$ cat src/rtl/keypad_scan_ctrl.sv
// keypad_scan_ctrl
//   Scan controller for the 12-key launchpad keypad. Drives the 12:1 key-line
//   mux select, samples the mux output once per select dwell, debounces whole
//   scan frames and reports one key code with a single-cycle valid per press.
//
// Ports:
//   clk       system clock, rising edge
//   rst_n     synchronous active-low reset
//   scan_en   1 = scanning advances, 0 = scan and debounce state frozen
//   D_out     selected key line from the mux, 1 = pressed
//   B_in      mux select, 0-9 = D0-D9, 10 = D_sharp, 11 = D_star
//   key_code  last accepted key code (0-11)
//   key_valid one-cycle pulse when a new press is accepted
//   key_held  level, high while the accepted key is considered held
module keypad_scan_ctrl #(
    parameter int unsigned DWELL    = 4,
    parameter int unsigned DEBOUNCE = 3
) (
    input  logic       clk,
    input  logic       rst_n,
    input  logic       scan_en,
    input  logic       D_out,
    output logic [3:0] B_in,
    output logic [3:0] key_code,
    output logic       key_valid,
    output logic       key_held
);

    localparam int unsigned DW = (DWELL > 1) ? $clog2(DWELL) : 1;
    localparam int unsigned CW = $clog2(DEBOUNCE + 1);
    localparam logic [DW-1:0] DWELL_LAST = DW'(DWELL - 1);
    localparam logic [CW-1:0] CNT_DONE   = CW'(DEBOUNCE);
    localparam logic [3:0]    LAST_KEY   = 4'd11;

    typedef enum logic [1:0] {
        IDLE,
        CAND,
        HELD,
        REL
    } state_t;

    state_t        state;
    logic [DW-1:0] dwell;
    logic          any_pressed;
    logic [3:0]    first_code;
    logic [3:0]    cand;
    logic [CW-1:0] cnt;

    // Completed-frame view at the frame-end edge: the index-11 sample is
    // folded in here because the accumulator has not yet registered it.
    logic          frm_any;
    logic [3:0]    frm_code;
    logic [CW-1:0] cnt_next;
    logic          cnt_hit;

    always_comb begin
        frm_any  = any_pressed | D_out;
        frm_code = any_pressed ? first_code : B_in;
        cnt_next = cnt + CW'(1);
        cnt_hit  = (cnt_next == CNT_DONE);
    end

    always_ff @(posedge clk) begin
        if (!rst_n) begin
            state       <= IDLE;
            dwell       <= '0;
            B_in        <= '0;
            any_pressed <= 1'b0;
            first_code  <= '0;
            cand        <= '0;
            cnt         <= '0;
            key_code    <= '0;
            key_valid   <= 1'b0;
            key_held    <= 1'b0;
        end else begin
            key_valid <= 1'b0;
            if (scan_en) begin
                if (dwell == DWELL_LAST) begin
                    dwell <= '0;
                    if (B_in == LAST_KEY) begin
                        B_in        <= '0;
                        any_pressed <= 1'b0;
                        first_code  <= '0;
                        case (state)
                            IDLE: begin
                                if (frm_any) begin
                                    cand <= frm_code;
                                    cnt  <= CW'(1);
                                    if (DEBOUNCE == 1) begin
                                        key_code  <= frm_code;
                                        key_valid <= 1'b1;
                                        key_held  <= 1'b1;
                                        state     <= HELD;
                                    end else begin
                                        state <= CAND;
                                    end
                                end
                            end
                            CAND: begin
                                if (!frm_any) begin
                                    cnt   <= '0;
                                    state <= IDLE;
                                end else if (frm_code == cand) begin
                                    cnt <= cnt_next;
                                    if (cnt_hit) begin
                                        key_code  <= cand;
                                        key_valid <= 1'b1;
                                        key_held  <= 1'b1;
                                        state     <= HELD;
                                    end
                                end else begin
                                    cand <= frm_code;
                                    cnt  <= CW'(1);
                                end
                            end
                            HELD: begin
                                if (!frm_any) begin
                                    cnt <= CW'(1);
                                    // A single empty frame already satisfies a
                                    // one-frame release.
                                    if (DEBOUNCE == 1) begin
                                        key_held <= 1'b0;
                                        state    <= IDLE;
                                    end else begin
                                        state <= REL;
                                    end
                                end
                            end
                            REL: begin
                                if (frm_any) begin
                                    state <= HELD;
                                end else if (cnt_hit) begin
                                    cnt      <= '0;
                                    key_held <= 1'b0;
                                    state    <= IDLE;
                                end else begin
                                    cnt <= cnt_next;
                                end
                            end
                            default: state <= IDLE;
                        endcase
                    end else begin
                        B_in <= B_in + 4'd1;
                        if (D_out && !any_pressed) begin
                            any_pressed <= 1'b1;
                            first_code  <= B_in;
                        end
                    end
                end else begin
                    dwell <= dwell + DW'(1);
                end
            end
        end
    end

endmodule

$ cat config.mk
export PLATFORM = sky130hd
export DESIGN_NAME = keypad_scan_ctrl
export DESIGN_NICKNAME = d
export VERILOG_FILES = /design/src/rtl/keypad_scan_ctrl.sv
export SDC_FILE = /design/constraint.sdc
export NUM_CORES = 1
export LEC_CHECK = 0
export ABC_CLOCK_PERIOD_IN_PS = 3700
export BUFFER_PORTS_ARGS = -buffer_cell sky130_fd_sc_hd__buf_4
export CAP_MARGIN = 20
export CORE_ASPECT_RATIO = 0.7
export CORE_UTILIZATION = 60
export CTS_CLUSTER_SIZE = 16
export DETAILED_ROUTE_END_ITERATION = 10
export GPL_TIMING_DRIVEN = 0
export PLACE_DENSITY_LB_ADDON = 0.3
export SKIP_CTS_REPAIR_TIMING = 1
export SYNTH_ARGS = -nofsm -noshare
export SYNTH_HDL_FRONTEND = slang
export SYNTH_SLANG_ARGS = --single-unit
$ cat constraint.sdc
create_clock -name clk -period 3.7 [get_ports clk]
set_input_delay 0.185 -clock clk [delete_from_list [all_inputs] [get_ports clk]]
set_output_delay 0.185 -clock clk [all_outputs]
set_load 0.1 [all_outputs]
Word-level counts from Yosys, hierarchy flattened
Cells that the tools add are included.
{ "totals": {"register_bits": 25, "inputBits": 4, "output_inout_bits": 10} }
{ "classes": {"addsub": 3, "eq_ne": 18, "mux": 32, "bitwise": 1, "reduce_logical": 14} }
{ "ops": {"columns": ["operator", "n"], "rows": [
  ["4-bit 2-to-1 mux", 7],
  ["2-bit 2-to-1 mux", 13],
  ["7-bit AND reduction", 3],
  ["2-bit != test (second input constant)", 8],
  ["2-bit case mux with 4 select lines", 2],
  ["3-bit != test (second input constant)", 3],
  ["9-bit AND reduction", 1],
  ["2-bit equality test (second input constant)", 4],
  ["1-bit 2-to-1 mux", 8],
  ["4-bit case mux with 2 select lines", 1],
  ["8-bit AND reduction", 1],
  ["6-bit AND reduction", 1],
  ["2-bit nonzero test", 3],
  ["2-bit by 1-bit adder with 2-bit output (second input constant)", 2],
  ["4-bit by 1-bit adder with 4-bit output (second input constant)", 1],
  ["4-bit equality test", 1],
  ["4-bit equality test (second input constant)", 1],
  ["3-bit AND reduction", 1],
  ["2-bit by 1-bit equality test with 1-bit output (second input constant)", 1],
  ["2-bit zero test", 1],
  ["1-bit case mux with 2 select lines", 1],
  ["2-bit AND reduction", 1],
  ["1-bit logical AND", 1],
  ["1-bit zero test", 1],
  ["1-bit OR", 1]
]} }

Depth between registers and ports, before layout
Gate-level depths: netlist of the first run.
{ "depth": {"word_depth": 6, "depth_mapped": 8} }

Least setup slack after synthesis of the first run
Ideal clock, no wire load.
{ "synth_path": {"kind": "reg2reg", "from": "register B_in[2]", "to": "register key_code[0]", "arrival_time_ns": 2.181, "required_time_ns": 3.579, "slack_ns": 1.397, "stages_incl_launch_ff": 7, "n_path_buf": 1, "synth_period_minus_slack_ns": 2.303, "path_cell_list": "dfxtp_1 -> mux2i_1 -> xnor2_1 -> nor4_2 -> buf_4 -> nand4_4 -> mux2i_1"} }
{ "synth_via": {"elab_chain_len": 3, "word_cells_on_any_way": 4, "classes_between": "2 x eq/ne; 1 x mux; 1 x reduce/logical"} }
{ "synth_rtl": {"columns": ["element", "line_no", "text"], "rows": [
  ["from (decl)", "23", "output logic [3:0] B_in,"],
  ["from (signal assigned)", "143", "B_in <= B_in + 4'd1;"],
  ["4-bit 2-to-1 mux", "58", "frm_code = any_pressed ? first_code : B_in;"],
  ["4-bit equality test", "103", "end else if (frm_code == cand) begin"],
  ["7-bit AND reduction (no source line) (*)", null, null],
  ["to (signal assigned)", "90", "key_code <= frm_code;"],
  ["to (signal assigned)", "106", "key_code <= cand;"],
  ["to (decl)", "24", "output logic [3:0] key_code,"]
]} }
Mark *: on every way between the ends. The rest lies on a longest branch, timed or not.
A chain may end at the register's enable or synchronous reset.

Worst setup path in the final report of the first run
{ "layout_path": {"from": "register dwell[0]", "to": "register cnt[0]"} }
{ "layout_via": {"elab_chain_len": 2} }
{ "layout_rtl": {"columns": ["element", "line_no", "text"], "rows": [
  ["from (decl)", "43", "logic [DW-1:0] dwell;"],
  ["from (signal assigned)", "150", "dwell <= dwell + DW'(1);"],
  ["2-bit equality test", "78", "if (dwell == DWELL_LAST) begin"],
  ["6-bit AND reduction (no source line)", null, null],
  ["to (signal assigned)", "104", "cnt <= cnt_next;"],
  ["to (signal assigned)", "137", "cnt <= cnt_next;"],
  ["to (decl)", "47", "logic [CW-1:0] cnt;"]
]} }
Every way passes these cells.

==> impl_metrics.csv, run 1 <==
group,metric,value,unit
floorplanning,io_pins,14,
worst_setup_path,reg2reg_slack,1.73,ns
worst_hold_path,min_path_cells,3,
global_route,grt_first_pass_wirelength,4.50,mm
placement,numPortBuffers,13,
worst_setup_path,critical_path_arrival,2.22,ns
floorplanning,dieArea,2360,um^2
worst_setup_path,rr_worst_depth,8,
synthesis,synth_cell_types,36,
worst_setup_path,path_buf_inv,2,
floorplanning,die_x,57.6,um
placement,hpwl,2.09,mm
sta,fmax,509,MHz
worst_setup_path,cp-start-kind,"flip-flop",
worst_hold_path,min_path_type,"in -> reg",
sta,max-slew-margin-rel,0.703,
detailed_routing,totalWireLength,2.77,mm
final_layout,final_layout_size_suffix_gt1_frac,0.145,
final_layout,antenna_cells,0,
power,p_leak,0.000559,uW
clock_network,tritoncts,"yes",
sta,setup-tns-final,0,ns
worst_setup_path,endpoint_kind,"flip-flop",
global_route,grt_pass1_vias,989,
worst_setup_path,slowest_delay,0.37,ns
sta,setup_viol,0,
sta,fin_crit_sh,0.531,
synthesis,ys.flop_type,"dfxtp_1",
run,drv_cap,0,
sta,post-route-min-period,1.97,ns
detailed_routing,viasPerCell,5.96,
final_layout,nNetsFinal,182,
final_layout,areaGrowthSynthToFinish,11.8,%
sta,fin_ws,1.73,ns
synthesis,syn_nets,164,
worst_setup_path,path_delay_family,"buffers and inverters",
detailed_routing,dr.pass1.iters,4,
floorplanning,start_util,0.665,
final_layout,final_cells,194,
synthesis,yosysSeqAreaShare,0.385,
final_layout,fin_util,0.744,
clock_network,cts_buffer_depth,2,
detailed_routing,wire_per_inst,14.3,um
worst_setup_path,cpMostUsedCell,"clkbuf_1",
detailed_routing,m1WireLength,1.33,mm
synthesis,ys_seq_elements,25,
global_route,grt_max_degree,15,
clock_network,h-tree-depth,1,
detailed_routing,route.met2.wl,1.24,mm
floorplanning,die_h,40.9,um
worst_setup_path,crit_chain,"ha_1 > and2_1 > clkbuf_1 > nand2_1 > clkbuf_1 > nor2_1 > o21ai_0 > a311oi_1",
placement,dp_cells,190,
global_route,overflow,0,
sta,fin_skew,0.00259,ns
placement,routabilityCongestion,0.863,
worst_setup_path,critical_path.max_fanout,10,
detailed_routing,route.met3.wl,160,um
final_layout,layout_common_cells,"dfxtp_1, nand2_1, nor2_1",
detailed_routing,drcViolationCount,0,
clock_network,root_buffer,"clkbuf_4",
sta,finalHoldViolations,0,
floorplanning,fp-row-count,13,
synthesis,syn-cell-area,1300,um^2
clock_network,clk_latency,0.33,ns
worst_setup_path,cp.required,3.95,ns
detailed_routing,antenna_left,0,
detailed_routing,drtIter0Drc,63,
synthesis,synth_cells,155,
floorplanning,coreArea,1950,um^2
synthesis,syn_avg_cell_area,8.38,um^2
detailed_routing,top_layer,"met4",
sta,rsz0062_at_grt,"no",
power,p_total,426,uW
clock_network,cts_num_sinks,25,
synthesis,async_flop_share,0,
worst_setup_path,crit_type,"reg -> reg",
outcome,status,"finished clean",
global_route,antenna_found_initial,0,
power,power_density,293,nW/um^2
global_route,grt_usage,0.262,
detailed_routing,vias,1157,
clock_network,cts.clk_slew.worst_paths,0.13,ns
placement,place_ws,1.80,ns
sta,finalMaxSlewViolations,0,
power,vdd_drop_max,0.192,mV
worst_setup_path,path_depth,8,
sta,worst_pin_slew,0.446,ns
synthesis,synth_edf_count,0,
clock_network,cts_made_buffers,3,
worst_setup_path,crit_slowest_cell,"dfxtp_1",
final_layout,final_common_cell,"dfxtp_1",
synthesis,yosys_warnings,0,
==> cells in the mapped netlist, types with 2 or more instances <==
cell type	instances	area, um^2
ha_1	5	62.6
a211oi_1	6	45.0
clkbuf_1	6	22.5
a21oi_1	13	65.1
a32oi_1	3	26.3
nand3b_1	2	15.0
o21ai_0	3	15.0
dfxtp_1	25	500
mux2i_1	9	90.1
nand4_1	2	12.5
inv_1	9	33.8
nor3_1	3	15.0
nor2_1	17	63.8
nand3_1	5	25.0
nand2_1	22	82.6
xnor2_1	5	43.8
==> per-layer routing <==
| metal | global-route usage | vias to the layer above |
|---|---|---|
| met2 | 0.445 | 38 |
| met5 | 0 | - |
| li1 | - | 581 |
| met4 | 0.0671 | 0 |
| met3 | 0.0662 | 8 |
| met1 | 0.342 | 530 |
==> state kept, by name, indices dropped and copies added, names as in the netlist, named ones only <==
signal,flops
key_code,4
key_held,1
any_pressed,1
dwell,2
state,1
cand,4
B_in,4
key_valid,1
cnt,2
first_code,4
==> worst register-to-register path, stage by stage, from the launching register on <==
cell and delay [ns]:
dfxtp_1 0.37, ha_1 0.19, and2_1 0.13, clkbuf_1 0.27, nand2_1 0.16, clkbuf_1 0.26
nor2_1 0.16, o21ai_0 0.09, a311oi_1 0.25
==> kinds of logic after synthesis <==
group / count (synthesis) / share of synthesized area
AOI/OAI and AO/OA: 31 / 0.156
muxes: 10 / 0.0800
xor gates and xnor gates: 6 / 0.0405
DFF: 25 / 0.385
buffers and inverters: 17 / 0.0578
and+or+nand+nor: 61 / 0.232
adders and majority gates: 5 / 0.0482
==> stage by stage <==
| stage | instance area (um^2) | hold slack (ns) |
|---|---|---|
| 3_3_place_gp | 1420 | 0.436 |
| 5_1_grt | 1450 | 0.111 |
| 6_report | 1450 | 0.0954 |
| 2_1_floorplan | 1300 | 0.323 |
| 3_5_place_dp | 1420 | 0.443 |
| 4_1_cts | 1450 | 0.0943 |
==> report_power, final <==
part	internal, uW	leakage [uW]	total (uW)	switching (uW)
clock network	40.7	0.0000177	126	85.6
registers	271	0.000202	273	1.64
logic	8.86	0.000340	26.4	17.5
==> final cells by class <==
| type | instances | area, um^2 |
|---|---|---|
| buffer | 8 | 41.3 |
| sequential | 25 | 500 |
| inverter | 9 | 33.8 |
| timing repair buffer | 13 | 97.6 |
| clock inverter | 1 | 5.00 |
| tap | 22 | 27.5 |
| multi-input combinational | 113 | 723 |
| fill | 156 | 500 |
| clock buffer | 3 | 22.5 |
==> path summary, 6_finish.rpt <==
| path | from | to |
|---|---|---|
| worst max-delay path | dwell[0] | cnt[0] |
| worst min-delay path | D_out | any_pressed |
| worst max register to register | dwell[0] | cnt[0] |
| worst min register to register | key_code[0] | key_code[0] |
Note: power is estimated with default switching activity, not from simulation.
==> run 2: changes to the inputs <==
--- a/config.mk
+++ b/config.mk
@@ -5,11 +5,11 @@
 export SDC_FILE = /design/constraint.sdc
 export NUM_CORES = 1
 export LEC_CHECK = 0
-export ABC_CLOCK_PERIOD_IN_PS = 3700
+export ABC_CLOCK_PERIOD_IN_PS = 2000
 export BUFFER_PORTS_ARGS = -buffer_cell sky130_fd_sc_hd__buf_4
 export CAP_MARGIN = 20
 export CORE_ASPECT_RATIO = 0.7
-export CORE_UTILIZATION = 60
+export CORE_UTILIZATION = 57
 export CTS_CLUSTER_SIZE = 16
 export DETAILED_ROUTE_END_ITERATION = 10
 export GPL_TIMING_DRIVEN = 0
==> constraint.sdc (replaced) <==
create_clock -name clk -period 2 [get_ports clk]
set_input_delay 0.1 -clock clk [delete_from_list [all_inputs] [get_ports clk]]
set_output_delay 0.1 -clock clk [all_outputs]
set_load 0.1 [all_outputs]
==> impl_metrics.csv, run 2 (same netlist as run 1, synthesis figures left out) <==
group,metric,value,unit
sta,setup_viol,0,
clock_network,tritoncts,"yes",
worst_hold_path,hold_start,"D_out",
final_layout,final_common_cell,"nand2_1",
detailed_routing,viasPerCell,5.94,
worst_setup_path,cp-start-kind,"flip-flop",
power,power_density,524,nW/um^2
sta,setup-tns-final,0,ns
final_layout,areaGrowthSynthToFinish,15.7,%
worst_hold_path,min_path_cells,3,
placement,dp_cells,200,
clock_network,cts_num_sinks,25,
sta,fin_skew,0.00494,ns
sta,finalMaxSlewViolations,0,
detailed_routing,dr.pass1.iters,4,
worst_setup_path,rr_worst_depth,7,
worst_setup_path,critical_path.max_fanout,8,
detailed_routing,drtIter0Drc,54,
global_route,antenna_found_initial,0,
worst_hold_path,min_path_type,"in -> reg",
floorplanning,io_pins,14,
sta,finalHoldViolations,0,
placement,postPlaceCellArea,1440,um^2
detailed_routing,wire_per_inst,14.4,um
placement,numPortBuffers,13,
placement,routabilityCongestion,0.916,
floorplanning,die_x,59.1,um
sta,fmax,519,MHz
clock_network,cts.clk_slew.worst_paths,0.14,ns
detailed_routing,antenna_left,0,
floorplanning,coreArea,2150,um^2
clock_network,cts_buffer_depth,2,
detailed_routing,drcViolationCount,0,
worst_setup_path,endpoint_kind,"flip-flop",
sta,worst_pin_slew,0.492,ns
floorplanning,dieArea,2480,um^2
floorplanning,die_h,41.9,um
worst_setup_path,regToRegStartpoint,"any_pressed",
global_route,grt_max_degree,15,
run,drv_cap,0,
worst_setup_path,slowest_delay,0.37,ns
sta,post-route-min-period,1.93,ns
global_route,grt_pass1_vias,1084,
worst_setup_path,cp.required,2.24,ns
power,p_leak,0.000574,uW
power,vdd_drop_max,0.631,mV
detailed_routing,totalWireLength,2.95,mm
final_layout,layout_common_cells,"nand2_1, dfxtp_1, nor2_1",
worst_setup_path,critical_path_arrival,2.17,ns
clock_network,cts_made_buffers,3,
clock_network,clk_latency,0.32,ns
final_layout,antenna_cells,0,
sta,max-slew-margin-rel,0.671,
worst_setup_path,crit_type,"reg -> reg",
sta,holdWs,0.0319,ns
global_route,grt_usage,0.258,
placement,hpwl,2.20,mm
clock_network,h-tree-depth,1,
worst_setup_path,crit_slowest_cell,"nor4_2",
global_route,grt_first_pass_wirelength,4.73,mm
worst_setup_path,crit_chain,"buf_6 > mux2i_4 > xnor2_1 > nor4_2 > clkdlybuf4s15_2 > a21oi_1 > a211oi_1",
final_layout,final_layout_size_suffix_gt1_frac,0.202,
final_layout,nNetsFinal,183,
detailed_routing,vias,1218,
global_route,overflow,0,
sta,fin_crit_sh,0.964,
floorplanning,start_util,0.603,
outcome,status,"finished clean",
clock_network,root_buffer,"clkbuf_4",
worst_setup_path,cp-startpoint,"any_pressed",
final_layout,fin_util,0.697,
final_layout,final_cells,205,
final_layout,stdcell_area,1500,um^2
floorplanning,fp-row-count,14,
-- run 2: cell types whose count changed in the layout (fill, tap and decap cells not counted) --
cell             change
dfxtp_1              -5
and2_2               +1
clkdlybuf4s15_2      +1
mux2i_2              +1
mux2i_4              +1
dfxtp_2              +5
and2_1               -1
mux2i_1              -2
buf_4                +1
clkbuf_1             -1
-- run 2: power breakdown --
part	total (uW)	leakage, uW	internal, uW	switching (uW)
Combinational	51.1	0.000352	17.8	33.2
Sequential	506	0.000204	502	3.58
Clock	230	0.0000177	75.0	155
Total	787	0.000574	595	192
-- run 2: path summary, 6_finish.rpt --
path | to | slack [ns]
setup / recovery | cand[3] | 0.07
hold / removal | any_pressed | 0.03
setup reg to reg | cand[3] | 0.07
hold reg to reg | key_code[2] | 0.47
-- run 2: cell type report --
cell class / instances / area, um^2
timing repair buffer: 15 / 116
sequential: 25 / 507
buffer: 7 / 37.5
fill: 175 / 652
clock inverter: 1 / 5.00
inverter: 9 / 33.8
clock buffer: 3 / 22.5
multi-input combinational: 113 / 741
tap: 32 / 40.0
-- run 2: worst max-delay path: cells and delay by family, from the launching register on --
kind | cells | cell delay (ns)
compound gates | 2 | 0.31
xor+xnor | 1 | 0.10
buf+inv | 2 | 0.46
flops | 1 | 0.35
mux | 1 | 0.25
simple gates | 1 | 0.37
-- run 2: stage by stage --
stage                     worst slack (ns)  power, uW
after floorplan                     0.0851        548
after global placement               0.163        561
after detailed placement             0.118        565
after CTS                           0.0763        786
after global routing               -0.0100        819
final                               0.0728        787
-- run 2: layer usage --
| metal | vias up | GRT usage | part of all wire |
|---|---|---|---|
| li1 | 578 | - | - |
| met1 | 586 | 0.347 | 0.45 |
| met2 | 44 | 0.411 | 0.47 |
| met3 | 10 | 0.0654 | 0.051 |
| met4 | 0 | 0.0667 | 0.025 |
| met5 | - | 0 | 0 |
